`src/rtl/pcie_cntl_cpld_tx.sv`:
```
// Completion transmitter for the register slave.
// Captures one register-read completion request, formats the CC descriptor
// plus up to two payload DWs, and presents the result as a single AXI4-Stream beat.
module pcie_cntl_cpld_tx #(
    parameter int C_PCIE_DATA_WIDTH = 512
) (
    input  logic                           pcie_user_clk,
    input  logic                           pcie_user_rst,

    input  logic                           tx_cpld_req,
    input  logic [7:0]                     tx_cpld_tag,
    input  logic [15:0]                    tx_cpld_req_id,
    input  logic [12:2]                    tx_cpld_len,
    input  logic [6:0]                     tx_cpld_laddr,
    input  logic [63:0]                    tx_cpld_data,
    input  logic [2:0]                     tx_cpld_tc,
    input  logic [2:0]                     tx_cpld_attr,
    input  logic [1:0]                     tx_cpld_at,
    input  logic [7:0]                     tx_cpld_be,
    output logic                           tx_cpld_req_ack,

    output logic [C_PCIE_DATA_WIDTH-1:0]   s_axis_cc_tdata,
    output logic [C_PCIE_DATA_WIDTH/32-1:0] s_axis_cc_tkeep,
    output logic                           s_axis_cc_tlast,
    output logic                           s_axis_cc_tvalid,
    input  logic                           s_axis_cc_tready,

    output logic                           cpld_busy,
    output logic                           cpld_len_err
);

    localparam int KW = C_PCIE_DATA_WIDTH / 32;

    typedef enum logic [1:0] {
        ST_IDLE  = 2'd0,
        ST_BUILD = 2'd1,
        ST_SEND  = 2'd2
    } state_t;

    state_t      r_state;

    // Captured request fields; the beat in flight is built only from these.
    logic [7:0]  r_tag;
    logic [15:0] r_req_id;
    logic [10:0] r_len;
    logic [4:0]  r_laddr;
    logic [63:0] r_data;
    logic [2:0]  r_tc;
    logic [2:0]  r_attr;
    logic [1:0]  r_at;
    logic [7:0]  r_be;

    logic                         w_len1;
    logic                         w_len2;
    logic                         w_len_bad;
    logic [1:0]                   w_low_idx;
    logic [2:0]                   w_first_tz;
    logic [2:0]                   w_last_lz;
    logic [12:0]                  w_byte_cnt;
    logic [2:0]                   w_status;
    logic [10:0]                  w_dw_cnt;
    logic [31:0]                  w_dw0;
    logic [31:0]                  w_dw1;
    logic [31:0]                  w_dw2;
    logic [C_PCIE_DATA_WIDTH-1:0] w_tdata;
    logic [KW-1:0]                w_tkeep;
    logic                         w_in_len_bad;
    logic                         w_unused;

    // The two low address bits are implied by the first BE, not carried.
    assign w_unused     = ^tx_cpld_laddr[1:0];
    assign w_in_len_bad = (tx_cpld_len != 11'd1) && (tx_cpld_len != 11'd2);

    assign w_len1    = (r_len == 11'd1);
    assign w_len2    = (r_len == 11'd2);
    assign w_len_bad = !(w_len1 || w_len2);

    // Descriptor and payload formatting from the captured request.
    always_comb begin
        // lowest enabled byte of the first DW (also its trailing-zero count)
        w_low_idx  = 2'd0;
        w_first_tz = 3'd4;
        if (r_be[0]) begin
            w_low_idx  = 2'd0;
            w_first_tz = 3'd0;
        end else if (r_be[1]) begin
            w_low_idx  = 2'd1;
            w_first_tz = 3'd1;
        end else if (r_be[2]) begin
            w_low_idx  = 2'd2;
            w_first_tz = 3'd2;
        end else if (r_be[3]) begin
            w_low_idx  = 2'd3;
            w_first_tz = 3'd3;
        end

        // highest enabled byte of the last DW, counted from the top
        w_last_lz = 3'd4;
        if (r_be[7])      w_last_lz = 3'd0;
        else if (r_be[6]) w_last_lz = 3'd1;
        else if (r_be[5]) w_last_lz = 3'd2;
        else if (r_be[4]) w_last_lz = 3'd3;

        w_byte_cnt = 13'd1;
        if (w_len_bad) begin
            w_byte_cnt = 13'd4;
        end else if (w_len2) begin
            w_byte_cnt = 13'd8 - {10'd0, w_first_tz} - {10'd0, w_last_lz};
        end else begin
            casez (r_be[3:0])
                4'b1??1:                   w_byte_cnt = 13'd4;
                4'b01?1, 4'b1?10:          w_byte_cnt = 13'd3;
                4'b0011, 4'b0110, 4'b1100: w_byte_cnt = 13'd2;
                default:                   w_byte_cnt = 13'd1;
            endcase
        end

        // unsupported lengths complete as Unsupported Request with no data
        w_status = w_len_bad ? 3'b001 : 3'b000;
        w_dw_cnt = w_len_bad ? 11'd0 : r_len;

        w_dw0 = {3'b000, w_byte_cnt, 6'd0, r_at, 1'b0, r_laddr, w_low_idx};
        w_dw1 = {r_req_id, 2'b00, w_status, w_dw_cnt};
        w_dw2 = {1'b0, r_attr, r_tc, 17'd0, r_tag};

        w_tdata         = '0;
        w_tdata[31:0]   = w_dw0;
        w_tdata[63:32]  = w_dw1;
        w_tdata[95:64]  = w_dw2;
        if (!w_len_bad) begin
            w_tdata[127:96] = r_data[31:0];
        end
        if (w_len2) begin
            w_tdata[159:128] = r_data[63:32];
        end

        w_tkeep = '0;
        if (w_len_bad)   w_tkeep[4:0] = 5'b00111;
        else if (w_len2) w_tkeep[4:0] = 5'b11111;
        else             w_tkeep[4:0] = 5'b01111;
    end

    // Request capture / beat build / beat hand-off state machine.
    always_ff @(posedge pcie_user_clk) begin
        if (pcie_user_rst) begin
            r_state          <= ST_IDLE;
            tx_cpld_req_ack  <= 1'b0;
            cpld_len_err     <= 1'b0;
            s_axis_cc_tvalid <= 1'b0;
            s_axis_cc_tdata  <= '0;
            s_axis_cc_tkeep  <= '0;
            r_tag            <= '0;
            r_req_id         <= '0;
            r_len            <= '0;
            r_laddr          <= '0;
            r_data           <= '0;
            r_tc             <= '0;
            r_attr           <= '0;
            r_at             <= '0;
            r_be             <= '0;
        end else begin
            case (r_state)
                ST_IDLE: begin
                    if (tx_cpld_req) begin
                        r_tag           <= tx_cpld_tag;
                        r_req_id        <= tx_cpld_req_id;
                        r_len           <= tx_cpld_len;
                        r_laddr         <= tx_cpld_laddr[6:2];
                        r_data          <= tx_cpld_data;
                        r_tc            <= tx_cpld_tc;
                        r_attr          <= tx_cpld_attr;
                        r_at            <= tx_cpld_at;
                        r_be            <= tx_cpld_be;
                        tx_cpld_req_ack <= 1'b1;
                        cpld_len_err    <= w_in_len_bad;
                        r_state         <= ST_BUILD;
                    end
                end
                ST_BUILD: begin
                    tx_cpld_req_ack  <= 1'b0;
                    cpld_len_err     <= 1'b0;
                    s_axis_cc_tdata  <= w_tdata;
                    s_axis_cc_tkeep  <= w_tkeep;
                    s_axis_cc_tvalid <= 1'b1;
                    r_state          <= ST_SEND;
                end
                ST_SEND: begin
                    if (s_axis_cc_tready) begin
                        s_axis_cc_tvalid <= 1'b0;
                        r_state          <= ST_IDLE;
                    end
                end
                default: begin
                    r_state <= ST_IDLE;
                end
            endcase
        end
    end

    assign s_axis_cc_tlast = s_axis_cc_tvalid;
    assign cpld_busy       = (r_state != ST_IDLE);

endmodule

```
`config.mk`:
```
export PLATFORM = sky130hd
export DESIGN_NAME = pcie_cntl_cpld_tx
export DESIGN_NICKNAME = d
export VERILOG_FILES = /design/src/rtl/pcie_cntl_cpld_tx.sv
export SDC_FILE = /design/constraint.sdc
export NUM_CORES = 1
export LEC_CHECK = 0
export ABC_AREA = 1
export CORE_AREA = 3 3 252 254
export CTS_CLUSTER_DIAMETER = 100
export DETAILED_ROUTE_END_ITERATION = 8
export DIE_AREA = 0 0 255 257
export GPL_ROUTABILITY_DRIVEN = 1
export HOLD_SLACK_MARGIN = 0.12
export PLACE_DENSITY = 0.46
export SLEW_MARGIN = 0
export SYNTH_ARGS = -nofsm -noshare
export SYNTH_HDL_FRONTEND = slang
export SYNTH_SLANG_ARGS = --single-unit
```
`constraint.sdc`:
```
create_clock -name pcie_user_clk -period 1.8 [get_ports pcie_user_clk]
set_input_delay 0.36 -clock pcie_user_clk [delete_from_list [all_inputs] [get_ports pcie_user_clk]]
set_output_delay 0.36 -clock pcie_user_clk [all_outputs]
set_load 0.05 [all_outputs]
```
==> impl_metrics.yaml, run 1 <==
worst_hold_path:
  min_to: "r_laddr[2]$_SDFFE_PP0P_"
  hold_depth: 4
  min_path_type: "input pin to flop"
  hold_path_startpoint: "pcie_user_rst"
clocking:
  clkSlewWorstSetupHoldPaths_ns: 0.05
  clkLatencyLatePin_ns: 0.53
  clock-sinks: 249
  ctsRootBufferMaster: "clkbuf_16"
  cts_made_buffers: 35
  htree_levels: 2
  ctsLongestPathBuffers: 3
  cts_tree: "yes"
logic_synthesis:
  postSynthCellCount: 1557
  synth.distinct_cells: 33
  ys_ff_latch: 249
  synth_area_sq_um: 12200
  yosysWarnings: 0
  avgSynthCellArea_sq_um: 7.84
  yosysSeqAreaShare: 0.409
power_and_ir_drop:
  power_density_nw_per_um2: 1100
  p_leak_nw: 6.72
  power_mw: 16.8
  ir_worst_vdd_mv: 0.476
place:
  place.gp.congestion: 0.726
  dp_hpwl_mm: 25.3
  port_buffers: 261
  placed_cell_area_sq_um: 14100
  dp_slack_ns: -0.124
drt:
  first_iter_violations: 269
  remaining_drc_errors: 0
  ant_nets: 0
  via_per_inst: 3.51
  vias: 9228
  first_pass_iters: 6
  wl_per_cell_um: 13.7
  wl_mm: 36.0
floorplanning:
  die_w_um: 255
  ios: 659
  core_sq_um: 61500
  rows: 91
  dieArea_sq_um: 65500
  initial_utilization: 0.198
  die_h_um: 257
global_routing:
  antenna_found_initial: 5
  grt_pass1_vias: 8530
  grt_pass1_wl_mm: 51.8
  grt_max_degree: 87
  track_usage: 0.103
  grt_overflow: 0
sta:
  finalCritPeriodShare: 1.03
  max-slew-margin-rel: 0.597
  setup_tns_ns: -0.0650
  grt_setup_unrepaired: "true"
  setup_violations: 2
  max_freq_ghz: 0.538
  fin_worst_skew_ns: 0.0255
  min_period_ns: 1.86
  worst_slew_pin_slew_ns: 0.604
  drv_slew: 0
  final_hold_viol_count: 0
  worst_slack_ns: -0.0600
critical_path:
  crit_path_start: "r_be[0]$_SDFFE_PP0P_"
  crit_family: "adder cells"
  worst_ep_required_time_ns: 2.20
  crit_type: "flop to flop"
  timing.rr.end: "s_axis_cc_tdata[18]$_SDFFE_PP0P_"
  r2r_slack_ns: -0.06
  worst_path_max_delay_cell: "dfxtp_2"
  critPathMaxStageDelay_ns: 0.32
  rr_worst_depth: 12
  r2r-start: "r_be[0]$_SDFFE_PP0P_"
  worstPathCellList: "inv_2, o211ai_1, buf_4, ha_4, xnor2_2, ha_4, buf_4, xnor2_1, nand4_1, nand2_1, nor2_1, nor2_1"
  start_kind: "flop"
  end_kind: "flop"
  cp_max_fo: 5
  arrival_ns: 2.26
  path_buf_inv: 3
cells_and_area:
  finalNetCount: 1945
  seq_area_sq_um: 4990
  nFillCells: 6808
  multi_input_area_sq_um: 5210
  layout-drive-gt1-share: 0.179
  syn_to_final_growth_pct: 26.0
  fin_area_sq_um: 15400
outcome:
  status: "finished with violations"
  violations: "setup timing"
flow_run:
  maxCapViolations: 0
[flip-flops by register name, summed over array words and instances, names as in the netlist]
name and cells:
r_be 8, s_axis_cc_tdata 121, r_tag 8, r_at 2, r_laddr 5, r_len 11, tx_cpld_req_ack 1, r_data 64
cpld_len_err 1, s_axis_cc_tkeep 3, s_axis_cc_tlast 1, r_req_id 16, r_tc 3, r_attr 3, r_state 2
[cells by family after synthesis]
logic type      count (synthesis)  synth area share
simple gates                  525             0.174
buf+inv                       513             0.292
compound gates                262             0.117
flops                         249             0.409
fa+ha+maj                       5           0.00574
xor+xnor                        2           0.00144
other cells                     1          0.000307
[stage by stage]
step | hold slack, ns | utilization | cells
5_1_grt | 0.313 | 0.250 | 2630
2_1_floorplan | 0.430 | - | 1951
4_1_cts | 0.282 | 0.248 | 2621
3_5_place_dp | 0.431 | 0.229 | 2560
6_report | 0.301 | 0.250 | 2630
3_3_place_gp | 0.428 | 0.229 | 2560
[metal layers]
layer | global-route usage | wire length, um
met1 | 0.119 | 14600
met3 | 0.0260 | 2480
met2 | 0.178 | 17900
met4 | 0.0456 | 982
met5 | 0 | 0
[how the worst max path moves through the flow]
stage | to | slack, ns | cells after the start
after detailed placement | s_axis_cc_tdata[28]$_SDFFE_PP0P_ | -0.12 | 11
after floorplan | s_axis_cc_tdata[28]$_SDFFE_PP0P_ | 0.008 | 11
after CTS | s_axis_cc_tdata[19]$_SDFFE_PP0P_ | -0.11 | 11
after global routing | s_axis_cc_tdata[28]$_SDFFE_PP0P_ | -0.13 | 11
final | s_axis_cc_tdata[18]$_SDFFE_PP0P_ | -0.06 | 12
after global placement | s_axis_cc_tdata[28]$_SDFFE_PP0P_ | -0.15 | 11
[placed cells by master (no fill, tap or decap), types with 4 or more instances in the layout]
master,Yosys,layout
conb_1,1,395
nor2_1,316,314
dfxtp_1,249,246
o21ai_0,161,160
buf_4,409,160
nand2_1,151,149
clkdlybuf4s50_1,0,122
a21oi_1,68,67
clkbuf_16,0,36
nand2_2,34,34
a21oi_2,29,30
buf_12,3,24
inv_1,24,21
nand3_1,10,10
clkbuf_1,40,10
inv_2,5,7
diode_2,0,4
nor2_2,2,4
[power by group]
group | total (mW) | leakage (nW) | internal (mW) | switching [mW]
sequential | 6.02 | 2.04 | 5.85 | 0.178
clock | 6.83 | 0.543 | 4.21 | 2.62
combinational | 3.99 | 4.14 | 0.901 | 3.09
[area by class of cell]
type	instances	area share
Antenna cell	4	0.000651
Sequential cell	249	0.324
Inverter	31	0.00798
Tap cell	790	0.0643
Multi-Input combinational cell	1189	0.339
Clock inverter	11	0.0107
Clock buffer	48	0.0628
Timing Repair Buffer	308	0.190
[synthesized netlist by cell type]
master,instances,area share
a21oi_2,29,0.021
fa_1,1,0.0016
o21ai_0,161,0.066
nor2_8,1,0.0016
nor4_1,1,0.00051
nand3b_1,1,0.00062
nand2_4,1,0.00092
nor2_2,2,0.0010
dfxtp_1,249,0.41
buf_12,3,0.0049
nand3_1,10,0.0041
nand2_2,34,0.017
xnor2_1,2,0.0014
buf_1,2,0.00062
nand3_2,1,0.00082
nand4_1,3,0.0015
ha_1,4,0.0041
nor3_1,3,0.0012
nand2_1,151,0.046
nor2_4,1,0.00092
a211oi_1,2,0.0012
nor2_1,316,0.097
clkinv_1,1,0.00031
inv_2,5,0.0015
inv_1,24,0.0074
conb_1,1,0.00031
buf_6,3,0.0028
o211ai_1,2,0.0012
buf_2,25,0.010
clkbuf_1,40,0.012
a21oi_1,68,0.028
buf_4,409,0.25
clkinv_2,1,0.00041
[tightest hold or removal path: stages]
cell and delay, ns:
buf_4 0.11, inv_4 0.12, o21ai_0 0.11, nor2_1 0.04
[repair_timing]
item	4_1_cts	5_1_grt
hold endpoints to repair	0	0
buffers inserted	2	5
endpoints found under the setup margin	6	8
pin swaps	9	9
hold buffers	0	0
gates resized for setup	5	14
gates cloned	0	0
No activity file was read; power rests on OpenSTA's default activity.
==> run 2: changes to the inputs <==
--- a/config.mk
+++ b/config.mk
@@ -6,13 +6,13 @@
 export NUM_CORES = 1
 export LEC_CHECK = 0
 export ABC_AREA = 1
-export CORE_AREA = 3 3 252 254
+export CORE_AREA = 3 3 253 255
 export CTS_CLUSTER_DIAMETER = 100
 export DETAILED_ROUTE_END_ITERATION = 8
-export DIE_AREA = 0 0 255 257
+export DIE_AREA = 0 0 256 258
 export GPL_ROUTABILITY_DRIVEN = 1
 export HOLD_SLACK_MARGIN = 0.12
-export PLACE_DENSITY = 0.46
+export PLACE_DENSITY = 0.44
 export SLEW_MARGIN = 0
 export SYNTH_ARGS = -nofsm -noshare
 export SYNTH_HDL_FRONTEND = slang
==> constraint.sdc (replaced) <==
create_clock -name pcie_user_clk -period 1.9 [get_ports pcie_user_clk]
set_input_delay 0.38 -clock pcie_user_clk [delete_from_list [all_inputs] [get_ports pcie_user_clk]]
set_output_delay 0.38 -clock pcie_user_clk [all_outputs]
set_load 0.05 [all_outputs]
==> impl_metrics.yaml, run 2 (same netlist as run 1, synthesis figures left out) <==
outcome:
  status: "completed"
drt:
  first_pass_iters: 4
  ant_nets: 0
  vias: 9227
  first_iter_violations: 346
  remaining_drc_errors: 0
  wl_mm: 36.2
  via_per_inst: 3.46
  wl_per_cell_um: 13.6
cells_and_area:
  seq_area_sq_um: 4990
  regMostFlops: "s_axis_cc_tdata"
  top_regs: "s_axis_cc_tdata: 121 flops, r_data: 64 flops, r_req_id: 16 flops"
  mostFrequentLayoutCells: "conb_1 (395), nor2_1 (316), dfxtp_1 (248), o21ai_0 (160), nand2_1 (151)"
  largest_register_ffs: 121
  mostFrequentLayoutCell: "conb_1"
  layout-drive-gt1-share: 0.137
  finalNetCount: 1938
  multi_input_area_sq_um: 5180
  syn_to_final_growth_pct: 25.4
  fin_area_sq_um: 15300
  fin_util: 0.247
  nFillCells: 6889
global_routing:
  grt_max_degree: 93
  grt_overflow: 0
  grt_pass1_vias: 8865
  grt_pass1_wl_mm: 53.4
  track_usage: 0.104
  antenna_found_initial: 5
sta:
  drv_slew: 0
  whs_ns: 0.281
  worst_slack_ns: 0.0317
  finalCritPeriodShare: 0.983
  grt_setup_unrepaired: "true"
  final_hold_viol_count: 0
  min_period_ns: 1.87
  fin_worst_skew_ns: 0.0241
  worst_slew_pin_slew_ns: 0.660
  max-slew-margin-rel: 0.560
  setup_violations: 0
  max_freq_ghz: 0.535
clocking:
  cts_tree: "yes"
  cts_made_buffers: 34
  ctsHoldBuffers: 0
  ctsLongestPathBuffers: 3
  ctsRootBufferMaster: "clkbuf_16"
  clkSlewWorstSetupHoldPaths_ns: 0.06
  clkLatencyLatePin_ns: 0.52
  htree_levels: 2
  clock-sinks: 249
power_and_ir_drop:
  power_mw: 15.5
  power_density_nw_per_um2: 1010
  ir_worst_vdd_mv: 0.578
  p_leak_nw: 6.81
worst_hold_path:
  min_path_type: "input pin to flop"
floorplanning:
  rows: 91
  dieArea_sq_um: 66000
  die_w_um: 256
  core_sq_um: 61800
  ios: 659
  initial_utilization: 0.197
  die_h_um: 258
critical_path:
  end_kind: "flop"
  crit_type: "flop to flop"
  worst_ep_required_time_ns: 2.29
  cp_max_fo: 2
  start_kind: "flop"
  arrival_ns: 2.26
place:
  dp_slack_ns: -0.0568
  place.gp.congestion: 0.742
  dp_hpwl_mm: 25.8
  port_buffers: 261
  placed_cell_area_sq_um: 14300
flow_run:
  maxCapViolations: 0
[run 2: cell types whose count changed in the layout (fill, tap and decap cells not counted), moves of 3 or more]
cell           before  now
buf_12             24   19
buf_4             160   97
clkbuf_1           10    7
clkinv_2            2    5
dlygate4sd2_1       0   63
[run 2: power breakdown]
part | internal, mW | switching (mW)
sequential | 5.54 | 0.159
combinational | 0.797 | 2.92
clock | 3.68 | 2.44
[run 2: what timing repair did]
item                       in CTS  in global routing
buffers inserted                1                  0
setup endpoints to repair      68                  5
gates resized for setup        65                  9
pin swaps                       3                  9
[run 2: stage by stage]
stage / cells / TNS (ns)
after CTS: 2664 / -0.0148
after floorplan: 1951 / -0.00671
final: 2666 / 0
after detailed placement: 2607 / -0.164
after global placement: 2607 / -0.276
after global routing: 2666 / -0.386
[run 2: layer usage]
metal  GRT usage  wire length (um)  up-vias  part of all wire
met5           0                 0        -                 0
met4      0.0386               719        0             0.020
met3      0.0241              2360       45             0.065
met2       0.186             18300      322              0.51
met1       0.120             14800     4248              0.41
li1            -                 -     4612                 -
[run 2: worst paths after layout]
path / start / to / slack, ns / depth (start not counted)
max: r_be[3]$_SDFFE_PP0P_ / s_axis_cc_tdata[18]$_SDFFE_PP0P_ / 0.03 / 11
min: pcie_user_rst / s_axis_cc_tdata[2]$_SDFFE_PP0P_ / 0.28 / 4
max reg2reg: r_be[3]$_SDFFE_PP0P_ / s_axis_cc_tdata[18]$_SDFFE_PP0P_ / 0.03 / 11
min reg2reg: s_axis_cc_tdata[39]$_SDFFE_PP0P_ / s_axis_cc_tdata[39]$_SDFFE_PP0P_ / 0.44 / 2
[run 2: worst max-delay path, stage by stage (launching register included)]
cell and delay (ns):
dfxtp_2 0.33, inv_1 0.06, o21ai_2 0.11, nand2_1 0.09, buf_4 0.15, ha_2 0.20
fa_2 0.40, xnor2_1 0.14, nand4_1 0.09, nand2_1 0.05, nor2_1 0.09, nor2_1 0.04
[run 2: final cells by class]
class                      count  share of cell area
antenna                        2            0.000327
clock buffer                  46              0.0626
clock inverter                10             0.00711
inverter                      31             0.00801
multi-input combinational   1189               0.339
sequential                   249               0.326
tap                          837              0.0684
timing repair buffer         302               0.189
